===== src/rtl/cyclic_decoder_systematic_pkg.sv =====
// Shared constants and syndrome helpers for the (15,11) cyclic Hamming code, g(x) = x^4 + x + 1.
package cyclic_code_pkg;

    localparam int N = 15;
    localparam int K = 11;
    localparam int R = 4;
    localparam logic [4:0] G = 5'b10011;

    // One LFSR step of the remainder r(x) mod g(x), MSB-first input.
    function automatic logic [3:0] syn_step(input logic [3:0] syn, input logic bit_in);
        syn_step = {syn[2:0], bit_in} ^ (syn[3] ? G[3:0] : 4'b0000);
    endfunction

    // Returns {hit, pos}: syndrome x^pos mod g for a single error at coefficient pos.
    function automatic logic [4:0] syn_to_pos(input logic [3:0] syn);
        case (syn)
            4'b0001: syn_to_pos = {1'b1, 4'd0};
            4'b0010: syn_to_pos = {1'b1, 4'd1};
            4'b0100: syn_to_pos = {1'b1, 4'd2};
            4'b1000: syn_to_pos = {1'b1, 4'd3};
            4'b0011: syn_to_pos = {1'b1, 4'd4};
            4'b0110: syn_to_pos = {1'b1, 4'd5};
            4'b1100: syn_to_pos = {1'b1, 4'd6};
            4'b1011: syn_to_pos = {1'b1, 4'd7};
            4'b0101: syn_to_pos = {1'b1, 4'd8};
            4'b1010: syn_to_pos = {1'b1, 4'd9};
            4'b0111: syn_to_pos = {1'b1, 4'd10};
            4'b1110: syn_to_pos = {1'b1, 4'd11};
            4'b1111: syn_to_pos = {1'b1, 4'd12};
            4'b1101: syn_to_pos = {1'b1, 4'd13};
            4'b1001: syn_to_pos = {1'b1, 4'd14};
            default: syn_to_pos = {1'b0, 4'd0};
        endcase
    endfunction

endpackage


===== src/rtl/cyclic_decoder_systematic_syndrome.sv =====
// Syndrome LFSR: load-first starts a word, clear ends it, step absorbs one code bit.
module cyclic_syndrome_lfsr
    import cyclic_code_pkg::*;
(
    input  logic       clk,
    input  logic       reset,
    input  logic       clear,
    input  logic       load_first,
    input  logic       step,
    input  logic       bit_in,
    output logic [3:0] syn,
    output logic [3:0] syn_next
);

    logic [3:0] syn_r;

    assign syn_next = syn_step(syn_r, bit_in);
    assign syn      = syn_r;

    // Syndrome register; a new word's first bit takes priority over everything else.
    always_ff @(posedge clk) begin
        if (reset) begin
            syn_r <= 4'b0000;
        end else if (load_first) begin
            syn_r <= {3'b000, bit_in};
        end else if (clear) begin
            syn_r <= 4'b0000;
        end else if (step) begin
            syn_r <= syn_next;
        end else begin
            syn_r <= syn_r;
        end
    end

endmodule


===== src/rtl/cyclic_decoder_systematic.sv =====
// Serial single-error-correcting decoder for the systematic (15,11) cyclic Hamming code.
module cyclic_decoder_systematic
    import cyclic_code_pkg::*;
(
    input  logic        clk,
    input  logic        reset,
    input  logic        in_valid,
    input  logic        in,
    input  logic        sof,
    output logic        out,
    output logic        out_valid,
    output logic        out_first,
    output logic        err_corrected,
    output logic [3:0]  err_pos,
    output logic [15:0] corr_count
);

    logic [3:0]  bit_cnt_r;
    logic [13:0] rx_word_r;      // c14..c1 once 14 bits are in; c0 arrives on the final cycle
    logic [3:0]  syn_s;
    logic [3:0]  syn_next_s;
    logic        final_s;
    logic [14:0] word_s;
    logic [4:0]  lookup_s;
    logic [14:0] corrected_s;
    logic        unused_parity_s;

    logic [10:0] tx_shift_r;
    logic [3:0]  tx_cnt_r;
    logic        out_r;
    logic        out_valid_r;
    logic        out_first_r;
    logic        err_corrected_r;
    logic [3:0]  err_pos_r;
    logic [15:0] corr_count_r;

    assign final_s  = in_valid & ~sof & (bit_cnt_r == 4'd14);
    assign word_s   = {rx_word_r, in};
    assign lookup_s = syn_to_pos(syn_next_s);

    cyclic_syndrome_lfsr u_syn (
        .clk        (clk),
        .reset      (reset),
        .clear      (final_s),
        .load_first (in_valid & sof),
        .step       (in_valid),
        .bit_in     (in),
        .syn        (syn_s),
        .syn_next   (syn_next_s)
    );

    // Single-bit correction of the completed word; every nonzero syndrome maps to a position.
    always_comb begin
        corrected_s = word_s;
        if (lookup_s[4]) begin
            corrected_s = word_s ^ (15'd1 << lookup_s[3:0]);
        end else begin
            corrected_s = word_s;
        end
    end

    // Parity bits are only needed for the syndrome, never for the message output.
    assign unused_parity_s = ^{corrected_s[3:0], syn_s};

    // Receive stage: bit counter and word shift register, frozen while in_valid is low.
    always_ff @(posedge clk) begin
        if (reset) begin
            bit_cnt_r <= 4'd0;
            rx_word_r <= 14'd0;
        end else if (in_valid) begin
            if (sof) begin
                bit_cnt_r <= 4'd1;
                rx_word_r <= {13'd0, in};
            end else if (bit_cnt_r == 4'd14) begin
                bit_cnt_r <= 4'd0;
                rx_word_r <= 14'd0;
            end else begin
                bit_cnt_r <= bit_cnt_r + 4'd1;
                rx_word_r <= {rx_word_r[12:0], in};
            end
        end else begin
            bit_cnt_r <= bit_cnt_r;
            rx_word_r <= rx_word_r;
        end
    end

    // Transmit stage: m10 is registered straight onto out at load, the other ten bits follow.
    always_ff @(posedge clk) begin
        if (reset) begin
            tx_shift_r  <= 11'd0;
            tx_cnt_r    <= 4'd0;
            out_r       <= 1'b0;
            out_valid_r <= 1'b0;
            out_first_r <= 1'b0;
        end else if (final_s) begin
            tx_shift_r  <= {corrected_s[13:4], 1'b0};
            tx_cnt_r    <= 4'd10;
            out_r       <= corrected_s[14];
            out_valid_r <= 1'b1;
            out_first_r <= 1'b1;
        end else if (tx_cnt_r != 4'd0) begin
            tx_shift_r  <= {tx_shift_r[9:0], 1'b0};
            tx_cnt_r    <= tx_cnt_r - 4'd1;
            out_r       <= tx_shift_r[10];
            out_valid_r <= 1'b1;
            out_first_r <= 1'b0;
        end else begin
            tx_shift_r  <= tx_shift_r;
            tx_cnt_r    <= 4'd0;
            out_r       <= 1'b0;
            out_valid_r <= 1'b0;
            out_first_r <= 1'b0;
        end
    end

    // Per-word status, held until the next word loads, plus the saturating correction count.
    always_ff @(posedge clk) begin
        if (reset) begin
            err_corrected_r <= 1'b0;
            err_pos_r       <= 4'd0;
            corr_count_r    <= 16'd0;
        end else if (final_s) begin
            err_corrected_r <= lookup_s[4];
            err_pos_r       <= lookup_s[3:0];
            if (lookup_s[4] && (corr_count_r != 16'hFFFF)) begin
                corr_count_r <= corr_count_r + 16'd1;
            end else begin
                corr_count_r <= corr_count_r;
            end
        end else begin
            err_corrected_r <= err_corrected_r;
            err_pos_r       <= err_pos_r;
            corr_count_r    <= corr_count_r;
        end
    end

    assign out           = out_r;
    assign out_valid     = out_valid_r;
    assign out_first     = out_first_r;
    assign err_corrected = err_corrected_r;
    assign err_pos       = err_pos_r;
    assign corr_count    = corr_count_r;

endmodule


===== config.mk =====
export PLATFORM = sky130hd
export DESIGN_NAME = cyclic_decoder_systematic
export DESIGN_NICKNAME = d
export VERILOG_FILES = /design/src/rtl/cyclic_decoder_systematic_pkg.sv /design/src/rtl/cyclic_decoder_systematic_syndrome.sv /design/src/rtl/cyclic_decoder_systematic.sv
export SDC_FILE = /design/constraint.sdc
export NUM_CORES = 1
export LEC_CHECK = 0
export CORE_MARGIN = 2
export CORE_UTILIZATION = 65
export DETAILED_ROUTE_END_ITERATION = 8
export DONT_BUFFER_PORTS = 1
export GPL_TIMING_DRIVEN = 0
export PLACE_DENSITY_LB_ADDON = 0.25
export REMOVE_ABC_BUFFERS = 1
export SYNTH_ARGS = -nofsm -noshare
export SYNTH_HDL_FRONTEND = slang
export SYNTH_HIERARCHICAL = 1
export SYNTH_SLANG_ARGS = --single-unit

===== constraint.sdc =====
create_clock -name clk -period 6.2 [get_ports clk]
set_input_delay 0.62 -clock clk [delete_from_list [all_inputs] [get_ports clk]]
set_output_delay 0.62 -clock clk [all_outputs]
set_load 0.1 [all_outputs]

# ---- Word level (Yosys, flattened, before mapping)
# Memories as Yosys holds them, arrays and structs flattened.
# Cells that the tools add are included.
dict set report op_classes {
  reduce_logical 7
  eq_ne 2
  n_addsub 3
  bitwise_logic 7
  shifts 1
  muxes 18
}
# cell n
set op_table {}
lappend op_table {{14-bit 2-to-1 mux} 2}
lappend op_table {{11-bit 2-to-1 mux} 2}
lappend op_table {{16-bit by 1-bit adder with 16-bit output, second input constant} 1}
lappend op_table {{4-bit 2-to-1 mux} 4}
lappend op_table {{16-bit != test, second input constant} 1}
lappend op_table {{15-bit 2-to-1 mux} 1}
lappend op_table {{1-bit by 4-bit << shifter with 15-bit output, first input constant} 1}
lappend op_table {{15-bit XOR} 1}
lappend op_table {{1-bit 2-to-1 mux} 8}
lappend op_table {{3-bit OR reduction} 2}
lappend op_table {{4-bit by 1-bit adder with 4-bit output, second input constant} 1}
lappend op_table {{4-bit equality test, second input constant} 1}
lappend op_table {{4-bit nonzero test} 1}
lappend op_table {{4-bit by 1-bit subtractor with 4-bit output, second input constant} 1}
lappend op_table {{4-bit by 2-bit XOR with 4-bit output} 1}
lappend op_table {{1-bit AND} 3}
lappend op_table {{3-bit nonzero test} 1}
lappend op_table {{2-bit 2-to-1 mux} 1}
lappend op_table {{1-bit NOT} 2}
lappend op_table {{2-bit AND reduction} 1}
lappend op_table {{2-bit nonzero test} 1}
lappend op_table {{1-bit logical AND} 1}
dict set report totals {
  in_bits 5
  ff_bits 60
  romBits 80
  n_memories 1
  out_inout_bits 24
  wordCells 52
}
# memory words word_bits rd rd_clocked_by_memory_dff write_ports line_no
set mem_list {}
lappend mem_list {{(name not given)} 16 5 1 0 0 cyclic_decoder_systematic_pkg.sv:16} ;# case (syn)

# ---- Logic depth before layout (Yosys ltp)
# Gate-level depths: netlist of the first run.
# An unclocked memory read counts as a cell.
dict set report logic_depth {
  word_depth 7
  depth_mapped 9
  ltp_nobuf 8
}

# ---- Cells and area by module
# Netlist of the first run, hierarchy kept.
# mod instances cells_per_inst area_each_um2 seq_area_each_um2
set modules_own_cells {}
lappend modules_own_cells {cyclic_decoder_systematic 1 315 2771.4 1121.1}
lappend modules_own_cells {cyclic_syndrome_lfsr 1 22 198.9 80.1}

# ---- Least setup slack after synthesis of the first run
# OpenSTA, ideal clock, no wires.
dict set report synth_timing {
  kind {input-to-reg}
  from {in in}
  to {reg tx_shift_r[3]}
  arrival_ps 2711
  n_path_buf 0
  required_ps 6109
  path_stages 8
  path_slack_ps 3398
  cell_sequence {xor2_1 -> inv_1 -> ha_1 -> or3b_1 -> a32o_1 -> nand3b_1 -> or4_1 -> a311oi_1}
}
dict set report synth_via {
  elab_chain_cells 6
}
# element line_no
set synth_rtl {}
lappend synth_rtl {{start: declaration} cyclic_decoder_systematic.sv:8} ;# input logic in,
lappend synth_rtl {{4-bit by 2-bit XOR with 4-bit output (*)} cyclic_decoder_systematic_pkg.sv:11} ;# syn_step = {syn[2:0], bit_in} ^ (syn[3] ? G[3:0] : 4'b0000);
lappend synth_rtl {{memory 16 x 5 bit (*)} --}
lappend synth_rtl {{1-bit by 4-bit << shifter with 15-bit output} cyclic_decoder_systematic.sv:56} ;# corrected_s = word_s ^ (15'd1 << lookup_s[3:0]);
lappend synth_rtl {{15-bit XOR} cyclic_decoder_systematic.sv:56}
lappend synth_rtl {{15-bit 2-to-1 mux (*)} cyclic_decoder_systematic.sv:55} ;# if (lookup_s[4]) begin
lappend synth_rtl {{11-bit 2-to-1 mux (*)} cyclic_decoder_systematic.sv:95} ;# end else if (final_s) begin
lappend synth_rtl {{end signal: assignment} cyclic_decoder_systematic.sv:96} ;# tx_shift_r <= {corrected_s[13:4], 1'b0};
lappend synth_rtl {{end signal: assignment} cyclic_decoder_systematic.sv:102} ;# tx_shift_r <= {tx_shift_r[9:0], 1'b0};
lappend synth_rtl {{end signal: assignment} cyclic_decoder_systematic.sv:108} ;# tx_shift_r <= tx_shift_r;
lappend synth_rtl {{end: declaration} cyclic_decoder_systematic.sv:28} ;# logic [10:0] tx_shift_r;
# Mark *: on every way between the ends. The rest lies on a longest branch, timed or not.
# A chain may end at the register's enable or synchronous reset.

# ---- Worst setup path after layout of the first run
dict set report layout_timing {
  from {reg u_syn.syn_r[3], in the netlist u_syn/syn[3]}
  to {reg tx_shift_r[9]}
}
dict set report layout_via {
  elab_chain_cells 7
}
# element line_no
set layout_rtl {}
lappend layout_rtl {{start: declaration} cyclic_decoder_systematic_syndrome.sv:15} ;# logic [3:0] syn_r;
lappend layout_rtl {{start signal: assignment} cyclic_decoder_systematic_syndrome.sv:25} ;# syn_r <= {3'b000, bit_in};
lappend layout_rtl {{start signal: assignment} cyclic_decoder_systematic_syndrome.sv:29} ;# syn_r <= syn_next;
lappend layout_rtl {{start signal: assignment} cyclic_decoder_systematic_syndrome.sv:31} ;# syn_r <= syn_r;
lappend layout_rtl {{2-bit 2-to-1 mux (*)} cyclic_decoder_systematic_pkg.sv:11}
lappend layout_rtl {{4-bit by 2-bit XOR with 4-bit output (*)} cyclic_decoder_systematic_pkg.sv:11}
lappend layout_rtl {{named net syn_next_s[0]} cyclic_decoder_systematic.sv:21} ;# logic [3:0] syn_next_s;
lappend layout_rtl {{memory 16 x 5 bit (*)} --}
lappend layout_rtl {{1-bit by 4-bit << shifter with 15-bit output} cyclic_decoder_systematic.sv:56}
lappend layout_rtl {{15-bit XOR} cyclic_decoder_systematic.sv:56}
lappend layout_rtl {{15-bit 2-to-1 mux (*)} cyclic_decoder_systematic.sv:55}
lappend layout_rtl {{11-bit 2-to-1 mux (*)} cyclic_decoder_systematic.sv:95}
# Mark *: on every way through the listed nets, which the timed path passes. The rest lies on a longest branch.

==> impl_metrics.py, run 1 <==
metrics = {
    "status": {
        "outcome": "finished clean",
    },
    "placement": {
        "dpl.hpwl_um": 3830,
        "place_ws_ns": 2.90,
        "numPortBuffers": 0,
        "place.gp.congestion": 0.786,
    },
    "setup_path": {
        "critPathTopFamily": "simple AND/OR/NAND/NOR gates",
        "crit_chain": "xor2_1 -> inv_1 -> ha_1 -> nand2b_1 -> a31oi_1 -> nand2_1 -> or3_1 -> a311oi_1",
        "path_class": "reg -> reg",
        "max_stage_delay_ns": 0.54,
        "startpoint_type": "register",
        "crit_buf_inv": 1,
        "arrival_ns": 3.37,
        "reg2reg_to": "tx_shift_r[9]$_SDFFE_PP0P_",
        "path_max_fanout": 6,
        "required_ns": 6.44,
        "cp-end-kind": "register",
        "rr_startpoint": "u_syn/syn[3]$_SDFFE_PP0P_",
        "critPathSlowestCell": "a31oi_1",
        "ff2ff_path_depth": 8,
        "rrSetupSlack_ns": 3.07,
    },
    "clock_network": {
        "cts_sinks": 60,
        "post_cts.repair.setup_buffers": 0,
        "cts_hold_repair.buffers": 0,
        "cts_tree": "yes",
        "cts.path.max_buffers": 2,
        "ctsResizeCount": 0,
        "cts_made_buffers": 9,
        "clk_pin_slew_ns": 0.07,
        "worstSkewPairLatency_ns": 0.34,
        "root_buffer": "clkbuf_8",
        "h-tree-depth": 3,
    },
    "layout": {
        "antenna_cells": 0,
        "drive_gt1_share_pct": 6.63,
        "fillCellCount": 343,
        "area_growth_pct": 6.61,
        "nets": 340,
    },
    "detailed_routing": {
        "wl_per_cell_um": 15.4,
        "drt_iter0_markers": 139,
        "first_pass_iters": 4,
        "ant_nets": 0,
        "remaining_drc_errors": 0,
        "via_per_inst": 6.26,
        "vias": 2405,
        "drt-total-wl_um": 5900,
    },
    "logic_synthesis": {
        "syn_area_mm2": 0.00297,
        "synth-seq-cells": 60,
        "ys.warnings.count": 6,
        "syn-instance-count": 337,
        "yosysSeqAreaShare_pct": 40.4,
        "synth_cell_types": 56,
        "synth_top_flop_cell": "dfxtp_1",
        "synth_enable_flop_cells": 0,
        "syn_avg_cell_area_um2": 8.81,
        "synthArstFlopShare_pct": 0,
    },
    "hold_path": {
        "min_from": "reset",
        "hold_end": "bit_cnt_r[1]$_SDFFE_PP0P_",
        "min_path_type": "in -> reg",
        "worstHoldPathCells": 1,
    },
    "floorplanning": {
        "core_area_mm2": 0.00438,
        "ios": 29,
        "start_util_pct": 67.8,
        "die_width_um": 71.6,
        "dieArea_mm2": 0.00513,
        "rows": 24,
        "die-height_um": 71.6,
    },
    "timing": {
        "maxSlewHeadroom_pct": 25.8,
        "hold_viol": 0,
        "fmaxAchievable_mhz": 319,
        "finalSetupViolCount": 0,
        "tns_ns": 0,
        "slew_violations": 0,
        "finalClockSkew_ns": 0.00942,
        "setup_ws_ns": 3.07,
        "period_needed_ns": 3.13,
        "max_slew.worst_pin.slew_ns": 1.11,
        "post-route-period-util_pct": 50.5,
        "rsz0062_at_grt": "false",
    },
    "grt": {
        "grt_max_degree": 59,
        "grt_pass1_vias": 2226,
        "antenna_found_initial": 0,
        "grt_usage_pct": 25.1,
        "grt_pass1_wl_um": 10100,
        "grt_util_met3_pct": 8.58,
        "met1_usage_pct": 32.3,
        "grt.overflow.total": 0,
        "grt_use_met2_pct": 39.5,
        "busiest_layer": "met2",
    },
    "power_and_ir_drop": {
        "p_leak_uw": 0.00104,
        "clkPwrFrac_pct": 43.3,
        "switching_power_uw": 247,
        "swShare_pct": 27.2,
        "p_per_area_mw_per_mm2": 288,
        "peakVddDrop_uv": 200,
        "p_int_uw": 664,
        "sequentialPowerShare_pct": 47.0,
        "pwr-share-comb_pct": 9.8,
    },
    "job": {
        "cap_violations": 0,
    },
}
-- power by group through the flow --
stage	Sequential, uW	Combinational (uW)	Clock (uW)
3_5_place_dp	437	88.5	0
5_1_grt	430	98.1	419
4_1_cts	429	89.2	400
3_3_place_gp	435	77.1	0
2_1_floorplan	433	63.2	0
6_report	428	89.0	394
-- cells in the mapped netlist (2+ instances only) --
cell type	count	area [um^2]
nand3b_1	3	22.5
nor4_1	4	25.0
a211oi_1	15	113
nor2_1	43	161
o31ai_1	6	45.0
buf_4	2	15.0
or4_1	5	37.5
inv_1	10	37.5
a21oi_1	13	65.1
nand4_1	2	12.5
mux2i_1	6	60.1
dfxtp_1	60	1200
and2_0	2	12.5
nand2_1	15	56.3
and2_1	2	12.5
a22oi_1	13	97.6
xnor2_1	15	131
a311oi_1	12	105
a31oi_1	2	12.5
nand3_1	9	45.0
o21ai_0	11	55.1
buf_6	2	22.5
ha_1	8	100
nor2b_1	11	68.8
clkbuf_1	14	52.6
buf_1	2	7.51
nand2b_1	4	25.0
nor4bb_1	2	20.0
nor3_1	4	20.0
xor2_1	2	17.5
a21o_1	2	15.0
a2111oi_1	3	30.0
and3_1	3	18.8
or3_1	8	50.1
-- metrics by stage --
step / instances / instance area (um^2) / hold slack [ns] / power [uW] / util, %
after floorplan: 315 / 2860 / 0.447 / 497 / -
after global placement: 367 / 2930 / 0.468 / 512 / 66.8
after detailed placement: 368 / 2940 / 0.476 / 526 / 67.1
after CTS: 384 / 3170 / 0.333 / 918 / 72.2
after global routing: 384 / 3170 / 0.322 / 947 / 72.2
final: 384 / 3170 / 0.345 / 911 / 72.2
-- worst register-to-register path: stages, from the launching register on --
cell and delay [ns]:
dfxtp_1 0.42, xor2_1 0.39, inv_1 0.17, ha_1 0.33, nand2b_1 0.20, a31oi_1 0.54
nand2_1 0.29, or3_1 0.42, a311oi_1 0.28
-- routing by layer --
| metal | wire length, um | vias to the layer above |
|---|---|---|
| met2 | 2760 | 45 |
| li1 | - | 1220 |
| met4 | 85 | 0 |
| met5 | 0 | - |
| met1 | 2840 | 1131 |
| met3 | 208 | 9 |
-- state kept, by name, summed over array words and instances, names as in the netlist --
name,cells
bit_cnt_r,4
corr_count,16
err_corrected,1
err_pos,4
out,1
out_first,1
out_valid,1
rx_word_r,14
tx_cnt_r,4
tx_shift_r,10
u_syn/syn,4
-- worst max-delay path by stage --
stage / startpoint / to / slack, ns / cells after the start
6_report: u_syn/syn[3]$_SDFFE_PP0P_ / tx_shift_r[9]$_SDFFE_PP0P_ / 3.07 / 8
5_1_grt: u_syn/syn[3]$_SDFFE_PP0P_ / tx_shift_r[9]$_SDFFE_PP0P_ / 2.80 / 8
4_1_cts: u_syn/syn[3]$_SDFFE_PP0P_ / tx_shift_r[9]$_SDFFE_PP0P_ / 3.03 / 8
3_5_place_dp: in / tx_shift_r[9]$_SDFFE_PP0P_ / 2.90 / 8
3_3_place_gp: tx_cnt_r[1]$_SDFF_PP0_ / tx_shift_r[10]$_SDFFE_PP0P_ / 2.94 / 4
2_1_floorplan: in / tx_shift_r[3]$_SDFFE_PP0P_ / 3.40 / 8
-- cells by family (layout without fill, tap and decap cells) --
group | after synthesis | after routing | synth area share [%]
muxes | 7 | 7 | 2.91
DFF | 60 | 60 | 40.4
adders and majority gates | 8 | 8 | 3.37
and+or+nand+nor | 126 | 126 | 22.3
AOI/OAI and AO/OA | 86 | 86 | 20.9
buffers and inverters | 33 | 28 | 5.01
xor gates and xnor gates | 17 | 17 | 5.01
-- area by class of cell --
class / instances / area (um^2) / area share, %
clock buffers: 10 / 138 / 4.35
clock inverters: 6 / 87.6 / 2.77
inverters: 11 / 41.3 / 1.30
multi-input cells: 244 / 1630 / 51.4
flip-flops and latches: 60 / 1200 / 37.9
well taps: 52 / 65.1 / 2.05
repair buffers: 1 / 7.51 / 0.237
-- cell usage in the layout, fill, tap and decap left out, types with 3 or more instances in the layout --
cell,netlist,layout
or3_1,8,8
or4_1,5,5
xnor2_1,15,15
a21oi_1,13,13
mux2i_1,6,6
clkbuf_8,0,10
nor3_1,4,4
a211oi_1,15,15
a311oi_1,12,12
inv_1,10,10
nor4_1,4,3
nor2b_1,11,11
nand2b_1,4,4
and3_1,3,3
o21ai_0,11,11
nand3_1,9,9
nor2_1,43,43
nand3b_1,3,3
a2111oi_1,3,3
a22oi_1,13,13
o31ai_1,6,6
nand2_1,15,15
clkinvlp_4,0,3
dfxtp_1,60,60
ha_1,8,8
(Power assumes the default switching activity.)
==> run 2, diff against run 1 <==
--- a/config.mk
+++ b/config.mk
@@ -6,7 +6,7 @@
 export NUM_CORES = 1
 export LEC_CHECK = 0
 export CORE_MARGIN = 2
-export CORE_UTILIZATION = 65
+export CORE_UTILIZATION = 63
 export DETAILED_ROUTE_END_ITERATION = 8
 export DONT_BUFFER_PORTS = 1
 export GPL_TIMING_DRIVEN = 0
==> constraint.sdc (replaced) <==
create_clock -name clk -period 3.2 [get_ports clk]
set_input_delay 0.32 -clock clk [delete_from_list [all_inputs] [get_ports clk]]
set_output_delay 0.32 -clock clk [all_outputs]
set_load 0.1 [all_outputs]
==> impl_metrics.py, run 2 (synthesized netlist as in run 1, its figures left out) <==
metrics = {
    "status": {
        "outcome": "finished clean",
    },
    "timing": {
        "hold_viol": 0,
        "finalSetupViolCount": 0,
        "maxSlewHeadroom_pct": 24.9,
        "max_slew.worst_pin.slew_ns": 1.12,
        "slew_violations": 0,
        "tns_ns": 0,
        "fmaxAchievable_mhz": 345,
        "post-route-period-util_pct": 90.5,
        "period_needed_ns": 2.90,
        "finalClockSkew_ns": 0.00353,
        "rsz0062_at_grt": "false",
        "setup_ws_ns": 0.304,
    },
    "clock_network": {
        "cts_made_buffers": 9,
        "clk_pin_slew_ns": 0.06,
        "h-tree-depth": 3,
        "cts_tree": "yes",
        "cts.path.max_buffers": 2,
        "root_buffer": "clkbuf_8",
        "cts_sinks": 60,
        "worstSkewPairLatency_ns": 0.34,
        "cts_hold_repair.buffers": 0,
    },
    "detailed_routing": {
        "via_per_inst": 6.30,
        "drt-total-wl_um": 5910,
        "vias": 2413,
        "first_pass_iters": 4,
        "remaining_drc_errors": 0,
        "drt_iter0_markers": 185,
        "wl_per_cell_um": 15.4,
        "ant_nets": 0,
    },
    "placement": {
        "place_ws_ns": 0.218,
        "dpl.hpwl_um": 3890,
        "numPortBuffers": 0,
        "place.gp.congestion": 0.804,
    },
    "layout": {
        "drive_gt1_share_pct": 6.65,
        "area_growth_pct": 6.28,
        "multi_input_area_mm2": 0.00164,
        "regArea_mm2": 0.00120,
        "layout_common_cells": "dfxtp_1 (60), nor2_1 (43), nand2_1 (15), a211oi_1 (15), xnor2_1 (15)",
        "antenna_cells": 0,
        "final_common_cell": "dfxtp_1",
        "fillCellCount": 344,
        "nets": 341,
        "largest_reg_flops": 16,
    },
    "setup_path": {
        "cp-end-kind": "register",
        "startpoint_type": "register",
        "critPathSlowestCell": "or4_1",
        "arrival_ns": 3.14,
        "crit_chain": "xor2_1 -> inv_1 -> ha_1 -> or3b_1 -> a32o_1 -> nand3b_1 -> or4_1 -> a311oi_1",
        "required_ns": 3.45,
        "path_class": "reg -> reg",
        "max_stage_delay_ns": 0.45,
        "path_max_fanout": 8,
    },
    "grt": {
        "grt_pass1_wl_um": 9940,
        "grt_pass1_vias": 2167,
        "grt_max_degree": 59,
        "antenna_found_initial": 0,
        "grt_usage_pct": 24.2,
        "grt.overflow.total": 0,
    },
    "floorplanning": {
        "rows": 24,
        "die-height_um": 72.7,
        "core_area_mm2": 0.00444,
        "dieArea_mm2": 0.00528,
        "die_width_um": 72.7,
        "ios": 29,
        "start_util_pct": 66.8,
    },
    "power_and_ir_drop": {
        "p_per_area_mw_per_mm2": 539,
        "peakVddDrop_uv": 255,
        "p_leak_uw": 0.00104,
    },
    "hold_path": {
        "min_path_type": "in -> reg",
    },
    "job": {
        "cap_violations": 0,
    },
}
-- run 2: timing repair --
item                                    4_1_cts  5_1_grt
hold endpoints to repair                      0        0
resized for setup                             0        2
endpoints found under the setup margin        0        4
buffers inserted                              0        0
-- run 2: metrics by stage --
| stage | hold WS (ns) | cells | utilization [%] | power (uW) | area [um^2] |
|---|---|---|---|---|---|
| CTS | 0.0395 | 383 | 70.7 | 1710 | 3140 |
| finish | 0.0499 | 383 | 71.0 | 1700 | 3160 |
| floorplan | 0.389 | 315 | - | 962 | 2860 |
| global placement | 0.396 | 367 | 65.9 | 995 | 2930 |
| global route | 0.0391 | 383 | 71.0 | 1770 | 3160 |
| detailed placement | 0.399 | 369 | 66.4 | 1040 | 2950 |
-- run 2: critical path: cells and delay by family, from the launching register on --
family	cells	cell delay (ns)
xor+xnor	1	0.39
fa+ha+maj	1	0.26
simple gates	3	1.08
compound gates	2	0.49
flops	1	0.44
buf+inv	1	0.13
-- run 2: power breakdown --
group	switching (uW)	total, uW	internal, uW
Clock	274	666	392
Combinational	125	204	79.5
Sequential	61.9	831	769
Total	461	1700	1240
-- run 2: final timing paths --
path,startpoint,endpoint,slack (ns),depth (start not counted)
min reg2reg,bit_cnt_r[2]$_SDFFE_PP0P_,bit_cnt_r[2]$_SDFFE_PP0P_,0.48,2
max reg2reg,u_syn/syn[3]$_SDFFE_PP0P_,tx_shift_r[4]$_SDFFE_PP0P_,0.30,8
min,reset,bit_cnt_r[2]$_SDFFE_PP0P_,0.05,1
max,u_syn/syn[3]$_SDFFE_PP0P_,tx_shift_r[4]$_SDFFE_PP0P_,0.30,8
-- run 2: layer usage --
metal | GRT usage, % | vias to the layer above | share of wire (%)
li1 | - | 1214 | -
met1 | 30.9 | 1134 | 47
met2 | 38.4 | 54 | 47
met3 | 5.66 | 11 | 3.6
met4 | 11.9 | 0 | 2.0
met5 | 0 | - | 0
-- run 2: cell type report --
| class | instances | share of cell area (%) |
|---|---|---|
| timing repair buffer | 2 | 0.595 |
| sequential | 60 | 38.0 |
| multi-input combinational | 244 | 52.0 |
| clock inverter | 2 | 1.11 |
| inverter | 11 | 1.31 |
| tap | 52 | 2.06 |
| clock buffer | 12 | 4.91 |
